===== src/rtl/mult_seq_pkg.sv =====
// Shared types and constants for the sequential 8x8 multiplier built from one 4x4 partial-product unit.
`timescale 1ns/1ps
package mult_seq_pkg;

   localparam int NIB_W  = 4;
   localparam int PP_W   = 8;
   localparam int RES_W  = 16;

   localparam int SH_LL  = 0;
   localparam int SH_MID = 4;
   localparam int SH_HH  = 8;

   typedef enum logic [2:0] {
      IDLE = 3'd0,
      S_LL = 3'd1,
      S_LH = 3'd2,
      S_HL = 3'd3,
      S_HH = 3'd4,
      DONE = 3'd5
   } state_t;

   // Keep-mask for a partial product whose 'bits' LSBs are dropped.
   function automatic logic [PP_W-1:0] hh_mask(input int unsigned bits);
      logic [PP_W-1:0] m;
      m = {PP_W{1'b1}} << bits;
      return m;
   endfunction

endpackage


===== src/rtl/mul4x4_pp.sv =====
// Exact 4x4 partial-product unit; aligns the product for the active quadrant.
// Build option APPROX_HH_EN zeroes the low HH_TRUNC_BITS of the high x high product.
`timescale 1ns/1ps
module mul4x4_pp
   import mult_seq_pkg::*;
#(
   parameter int HH_TRUNC_BITS = 3
) (
   input  state_t           quad,
   input  logic [NIB_W-1:0] a_nib,
   input  logic [NIB_W-1:0] b_nib,
   output logic [RES_W-1:0] term
);

`ifdef APPROX_HH_EN
   localparam bit APPROX = 1'b1;
`else
   localparam bit APPROX = 1'b0;
`endif

   localparam logic [PP_W-1:0] HH_MASK = APPROX ? hh_mask(HH_TRUNC_BITS) : {PP_W{1'b1}};

   logic [PP_W-1:0] pp;

   assign pp = PP_W'(a_nib) * PP_W'(b_nib);

   // Outside the four compute states the unit contributes nothing.
   always_comb begin
      term = '0;
      case (quad)
         S_LL:       term = RES_W'(pp) << SH_LL;
         S_LH, S_HL: term = RES_W'(pp) << SH_MID;
         S_HH:       term = RES_W'(pp & HH_MASK) << SH_HH;
         default:    term = '0;
      endcase
   end

endmodule


===== src/rtl/mult_8x8_seq_ctrl.sv =====
// Unsigned 8x8 multiplier sequencing one 4x4 unit over four cycles, valid/ready on both sides.
// Build option APPROX_HH_EN selects the truncated high x high quadrant (see mul4x4_pp).
`timescale 1ns/1ps
module mult_8x8_seq_ctrl
   import mult_seq_pkg::*;
#(
   parameter int HH_TRUNC_BITS = 3,
   parameter bit SKIP_ZERO     = 1'b1
) (
   input  logic             clk,
   input  logic             rst_n,
   input  logic             in_valid,
   output logic             in_ready,
   input  logic [7:0]       in_a,
   input  logic [7:0]       in_b,
   output logic             out_valid,
   input  logic             out_ready,
   output logic [RES_W-1:0] out_r,
   output logic             busy
);

   state_t           state;
   state_t           state_nxt;
   logic [7:0]       a_q;
   logic [7:0]       b_q;
   logic [RES_W-1:0] acc;
   logic [NIB_W-1:0] a_nib;
   logic [NIB_W-1:0] b_nib;
   logic [RES_W-1:0] term;
   logic             accept;
   logic             zero_op;

   assign accept  = in_valid && (state == IDLE);
   assign zero_op = (in_a == 8'd0) || (in_b == 8'd0);

   always_ff @(posedge clk or negedge rst_n) begin
      if (!rst_n) state <= IDLE;
      else        state <= state_nxt;
   end

   always_comb begin
      state_nxt = state;
      case (state)
         IDLE: begin
            if (accept) begin
               if (SKIP_ZERO && zero_op) state_nxt = DONE;
               else                      state_nxt = S_LL;
            end
         end
         S_LL:    state_nxt = S_LH;
         S_LH:    state_nxt = S_HL;
         S_HL:    state_nxt = S_HH;
         S_HH:    state_nxt = DONE;
         DONE:    if (out_ready) state_nxt = IDLE;
         default: state_nxt = IDLE;
      endcase
   end

   // Operands are captured on accept so the producer is free afterwards.
   always_ff @(posedge clk or negedge rst_n) begin
      if (!rst_n) begin
         a_q <= '0;
         b_q <= '0;
         acc <= '0;
      end else begin
         case (state)
            IDLE: begin
               if (accept) begin
                  a_q <= in_a;
                  b_q <= in_b;
                  acc <= '0;
               end
            end
            S_LL, S_LH, S_HL, S_HH: acc <= acc + term;
            default: ;
         endcase
      end
   end

   always_comb begin
      a_nib = a_q[3:0];
      b_nib = b_q[3:0];
      case (state)
         S_LH: b_nib = b_q[7:4];
         S_HL: a_nib = a_q[7:4];
         S_HH: begin
            a_nib = a_q[7:4];
            b_nib = b_q[7:4];
         end
         default: ;
      endcase
   end

   mul4x4_pp #(
      .HH_TRUNC_BITS(HH_TRUNC_BITS)
   ) u_pp (
      .quad  (state),
      .a_nib (a_nib),
      .b_nib (b_nib),
      .term  (term)
   );

   assign in_ready  = (state == IDLE);
   assign out_valid = (state == DONE);
   assign busy      = (state != IDLE);
   assign out_r     = acc;

endmodule


===== config.mk =====
export PLATFORM = sky130hd
export DESIGN_NAME = mult_8x8_seq_ctrl
export DESIGN_NICKNAME = d
export VERILOG_FILES = /design/src/rtl/mult_seq_pkg.sv /design/src/rtl/mul4x4_pp.sv /design/src/rtl/mult_8x8_seq_ctrl.sv
export SDC_FILE = /design/constraint.sdc
export NUM_CORES = 1
export LEC_CHECK = 0
export CAP_MARGIN = 10
export CORE_MARGIN = 1
export CORE_UTILIZATION = 60
export DETAILED_ROUTE_END_ITERATION = 8
export GPL_ROUTABILITY_DRIVEN = 0
export GPL_TIMING_DRIVEN = 0
export PLACE_DENSITY = 0.86
export SKIP_LAST_GASP = 1
export SLEW_MARGIN = 40
export SYNTH_ARGS = -nofsm -noshare
export SYNTH_HDL_FRONTEND = slang
export SYNTH_SLANG_ARGS = --single-unit

===== constraint.sdc =====
create_clock -name clk -period 14 [get_ports clk]
set_input_delay 4.2 -clock clk [delete_from_list [all_inputs] [get_ports clk]]
set_output_delay 4.2 -clock clk [all_outputs]
set_load 0.01 [all_outputs]

Yosys cells after proc, flatten, opt, wreduce, memory -nomap -nowiden
Index checks and enable logic that the tools add are counted.
{"block": "totals", "out_inout_bits": 19, "ff_bits": 35, "in_bits": 20}
{"block": "op_classes", "reduce_logical": 14, "multipliers": 1, "n_eq_ne": 7, "add_sub_neg": 1, "mux": 9}
{"op": "$pmux W16 S3", "n": 1}
{"op": "$pmux W16 S2", "n": 1}
{"op": "$pmux W3 S6", "n": 1}
{"op": "$add A16 B16 Y16", "n": 1}
{"op": "$logic_not A8 Y1", "n": 2}
{"op": "$mux W16", "n": 1}
{"op": "$mux W3", "n": 3}
{"op": "$mul A4 B4 Y8", "n": 1}
{"op": "$mux W4", "n": 2}
{"op": "$eq A3 B2 Y1 const B", "n": 2}
{"op": "$eq A3 B3 Y1 const B", "n": 2}
{"op": "$reduce_and A2 Y1", "n": 3}
{"op": "$reduce_or A2 Y1", "n": 3}
{"op": "$ne A2 B1 Y1 const B", "n": 2}
{"op": "$reduce_or A4 Y1", "n": 1}
{"op": "$eq A3 B1 Y1 const B", "n": 1}
{"op": "$logic_not A3 Y1", "n": 1}
{"op": "$reduce_bool A3 Y1", "n": 1}
{"op": "$reduce_bool A2 Y1", "n": 1}
{"op": "$logic_and A1 B1 Y1", "n": 1}
{"op": "$logic_or A1 B1 Y1", "n": 1}

Depth between registers and ports, before layout
{"block": "logic_depth", "ltp_word": 7, "depth_mapped": 26}

Modules after synthesis
From an unflattened synthesis, not the netlist that was laid out.
{"block": "hier_totals", "hier_cells": 321, "hier_area_um2": 2929.1}
{"module": "mult_8x8_seq_ctrl", "instances": 1, "cells_per_inst": 245, "seq_area_each_um2": 875.8, "area_each_um2": 2337.2}
{"module": "mul4x4_pp", "instances": 1, "cells_per_inst": 76, "seq_area_each_um2": 0.0, "area_each_um2": 591.8}

Worst setup path before layout
OpenSTA, ideal clock, no wires.
{"block": "synth_path", "path_type": "reg2reg", "startpoint": "reg state[2]", "endpoint": "reg acc[15], in the netlist out_r[15]", "setup_time_ps": 101, "slack_ps": 8736, "path_buffers": 0, "t_arrival_ps": 5164, "period_less_slack_ps": 5264, "path_stages_with_launch": 24, "path_cell_list": "dfrtp_1 > and2b_1 > nand2_1 > o21ai_1 > o221ai_1 > or2_1 > fa_1 > inv_1 > fa_1 > inv_1 > fa_1 > inv_1 > a21o_1 > a21oi_1 > xnor2_1 > a22oi_1 > nor2_1 > ha_1 > a2111o_1 > o21a_1 > o21ai_2 > xnor2_1 > a21oi_1 > o311ai_2"}
{"block": "synth_between", "elab_chain_len": 7}
{"item": "start, declared", "line": "mult_8x8_seq_ctrl.sv:22", "rtl": "state_t state;"}
{"item": "start signal, assigned", "line": "mult_8x8_seq_ctrl.sv:38", "rtl": "else state <= state_nxt;"}
{"item": "$eq A3 B2 Y1 or $eq A3 B3 Y1 (tied branches)", "line": "mul4x4_pp.sv:30, mult_8x8_seq_ctrl.sv:66, mult_8x8_seq_ctrl.sv:83"}
{"item": "$reduce_or A2 Y1 (no line)"}
{"item": "$mux W4", "line": "mult_8x8_seq_ctrl.sv:83", "rtl": "case (state)"}
{"item": "$mul A4 B4 Y8", "line": "mul4x4_pp.sv:25", "rtl": "assign pp = PP_W'(a_nib) * PP_W'(b_nib);"}
{"item": "$pmux W16 S3", "line": "mul4x4_pp.sv:30", "rtl": "case (quad)"}
{"item": "$add A16 B16 Y16", "line": "mult_8x8_seq_ctrl.sv:74", "rtl": "S_LL, S_LH, S_HL, S_HH: acc <= acc + term;"}
{"item": "$pmux W16 S2", "line": "mult_8x8_seq_ctrl.sv:66", "rtl": "case (state)"}
{"item": "end signal, assigned", "line": "mult_8x8_seq_ctrl.sv:74"}
{"item": "end, declared", "line": "mult_8x8_seq_ctrl.sv:26", "rtl": "logic [RES_W-1:0] acc;"}
Parallel ways exist; a longest one is shown, timed or not.
A chain may end at the register's enable or synchronous reset.

Worst setup path in the final report
{"block": "layout_path", "startpoint": "reg state[0]", "endpoint": "out out_valid"}
{"block": "layout_between", "elab_chain_len": 1}
{"item": "$eq A3 B3 Y1", "line": "mult_8x8_seq_ctrl.sv:104", "rtl": "assign out_valid = (state == DONE);"}
{"item": "end, declared", "line": "mult_8x8_seq_ctrl.sv:16", "rtl": "output logic out_valid,"}
No other way between the ends.

==> results.json <==
{
  "drv_slew": 0,
  "clock_path_buffers": 2,
  "ys_async_sr_fraction_pct": 100,
  "endpoint_kind": "output port",
  "status": "finished, violations left",
  "worstPathArrival_ns": 2.01,
  "via_per_inst": 6.25,
  "cts_root_buffer": "clkbuf_8",
  "dieArea_mm2": 0.00500,
  "min_period_ns": 6.21,
  "synth_area_leaders": "dfrtp_1, ha_1, mux2_1",
  "htree_levels": 2,
  "grt_usage_pct": 29.3,
  "clk_pin_slew_worst_paths_ns": 0.07,
  "yosys_register_bits": 35,
  "finalSetupViolations": 0,
  "dpl.cell_count": 398,
  "dp_hpwl_mm": 5.29,
  "relSlewSlack_pct": 53.8,
  "numCtsBuffers": 5,
  "reg2regPathDepth": 23,
  "cts_tree": "yes",
  "yosysWarnings": 0,
  "drive_gt1_share_pct": 6.21,
  "die_w_um": 70.7,
  "coreArea_mm2": 0.00444,
  "hold_buffers": 0,
  "drt_iter0_drc": 216,
  "violations": "DRC",
  "syn_nets": 359,
  "yosysTopAreaCell": "dfrtp_1",
  "grt_antenna_before_repair": 0,
  "grt_max_degree": 26,
  "critical_path.max_stage_delay_ns": 0.55,
  "final_area_mm2": 0.00338,
  "cap_violations": 0,
  "grt_setup_unrepaired": "no",
  "hold_depth": 1,
  "yosysSeqAreaShare_pct": 30.9,
  "grt_pass1_wl_mm": 11.5,
  "ant_nets": 0,
  "worst_slew_pin_slew_ns": 0.674,
  "skew_ns": 0.00458,
  "vias": 2536,
  "mappedNetlistArea_mm2": 0.00283,
  "die_h_um": 70.7,
  "io_buffers": 38,
  "setup_tns_ns": 0,
  "path_cells": "buf_2 > clkbuf_1 > nand2b_1 > nor2_1 > clkdlybuf4s50_1",
  "ioPinCount": 39,
  "syn_area_per_cell_um2": 9.22,
  "clock_sink_count": 35,
  "num_rows": 24,
  "grt_pass1_vias": 2478,
  "cts_resized": 0,
  "hold_path_class": "flip-flop to flip-flop",
  "finalHoldViolCount": 0,
  "fmax_mhz": 161,
  "wl_mm": 6.91,
  "critPathSlowestCell": "clkdlybuf4s50_1",
  "startpoint_type": "flip-flop",
  "synthDistinctLibCells": 48,
  "drtPass1Iterations": 6,
  "stdcell_count": 406,
  "post-route-period-util_pct": 44.3,
  "crit_fanout": 10,
  "area_growth_pct": 19.5,
  "syn_inst": 307,
  "drc_errors": 2,
  "antenna_cells": 0,
  "critPathRequiredTime_ns": 9.80,
  "synth_edf_count": 0,
  "place_area_mm2": 0.00330,
  "synth_flop_cell": "dfrtp_1",
  "postCtsSetupBuffers": 0,
  "start_util_pct": 63.7,
  "worst_skew_pair.late_latency_ns": 0.29,
  "wl_per_cell_um": 17.0,
  "grt_overflow_total": 0,
  "nets": 405,
  "path_class": "flip-flop to output port",
  "synth_top_area_share_pct": 30.9
}
==> state kept, by name (all words and copies together), names as in the netlist <==
| signal | count |
|---|---|
| out_r | 16 |
| a_q | 8 |
| b_q | 8 |
| state | 3 |
==> cell usage in the layout, fill, tap and decap left out, drive strengths merged, types with 3 or more instances in the layout <==
| cell type | instances |
|---|---|
| nor4 | 5 |
| xor2 | 3 |
| dfrtp | 35 |
| a31oi | 3 |
| mux2i | 4 |
| a22o | 12 |
| o21ai | 25 |
| xnor2 | 13 |
| buf | 8 |
| a32o | 4 |
| nand2b | 3 |
| nand2 | 31 |
| ha | 27 |
| or2 | 3 |
| o221ai | 4 |
| a21oi | 20 |
| clkbuf | 10 |
| and3 | 5 |
| a211oi | 4 |
| fa | 5 |
| inv | 10 |
| mux2 | 16 |
| nor2b | 8 |
| nor2 | 30 |
| clkdlybuf4s50 | 37 |
| o21a | 3 |
==> path summary, 6_finish.rpt <==
| path | startpoint | end | slack [ns] |
|---|---|---|---|
| min in group asynchronous | rst_n | out_r[8] | 3.79 |
| worst min register to register | b_q[1] | b_q[1] | 0.49 |
| worst max-delay path | state[0] | out_valid | 7.79 |
| worst max register to register | state[2] | out_r[15] | 7.97 |
| max in group asynchronous | rst_n | a_q[7] | 9.80 |
| worst min-delay path | b_q[1] | b_q[1] | 0.49 |
==> Yosys cell counts (3+ instances only) <==
cell type	count
dfrtp_1	35
nand2_1	31
nor2_1	29
ha_1	27
a21oi_1	20
mux2_1	16
o21ai_1	13
a22o_1	12
xnor2_1	12
o21ai_0	10
inv_1	8
nor2b_1	8
fa_1	5
nor4_1	5
a211oi_1	4
a32o_1	4
and3_1	4
clkbuf_1	4
mux2i_1	4
o221ai_1	4
a31oi_1	3
buf_2	3
nand2b_1	3
o21a_1	3
or2_1	3
xor2_1	3
==> metrics by stage <==
step / hold slack (ns) / setup WS [ns] / utilization (%)
after floorplan: 0.457 / 8.74 / -
after global placement: 0.469 / 8.00 / 73.7
after detailed placement: 0.474 / 8.07 / 74.2
after CTS: 0.490 / 7.80 / 76.2
after global routing: 0.515 / 7.62 / 76.2
final: 0.488 / 7.79 / 76.2
==> cells by family (layout without fill, tap and decap cells) <==
family / count (synthesis) / after routing / synth area share [%]
multiplexers: 20 / 20 / 7.78
buffers and inverters: 20 / 67 / 3.05
AND/OR/NAND/NOR: 95 / 95 / 16.1
adder cells (fa/ha/maj): 32 / 32 / 15.5
AO/OA/AOI/OAI: 89 / 89 / 21.5
flip-flops: 35 / 35 / 30.9
XOR/XNOR: 16 / 16 / 5.21
==> area by class of cell <==
type	count	area, um^2
multi-input cells	252	1870
fillers	328	1060
flip-flops and latches	35	876
repair buffers	39	403
clock buffers	6	72.6
well taps	52	65.1
plain buffers	10	48.8
inverters	10	37.5
clock inverters	2	12.5
==> per-layer routing <==
layer  vias up  routed length [um]  GRT usage, %
li1       1218                   -             -
met4         0                 174          11.1
met5         -                   0             0
met2        79                3190          46.2
met3        19                 314          4.99
met1      1220                3220          40.6
==> worst max-delay path: cells and delay by family (launching register included) <==
family / cells / cell delay, ns
DFF: 1 / 0.32
buffers and inverters: 3 / 1.10
and+or+nand+nor: 2 / 0.30
Power is left out: the tool's default activity adds up to more than one toggle a clock period on the data nets, which glitch-free logic cannot reach.
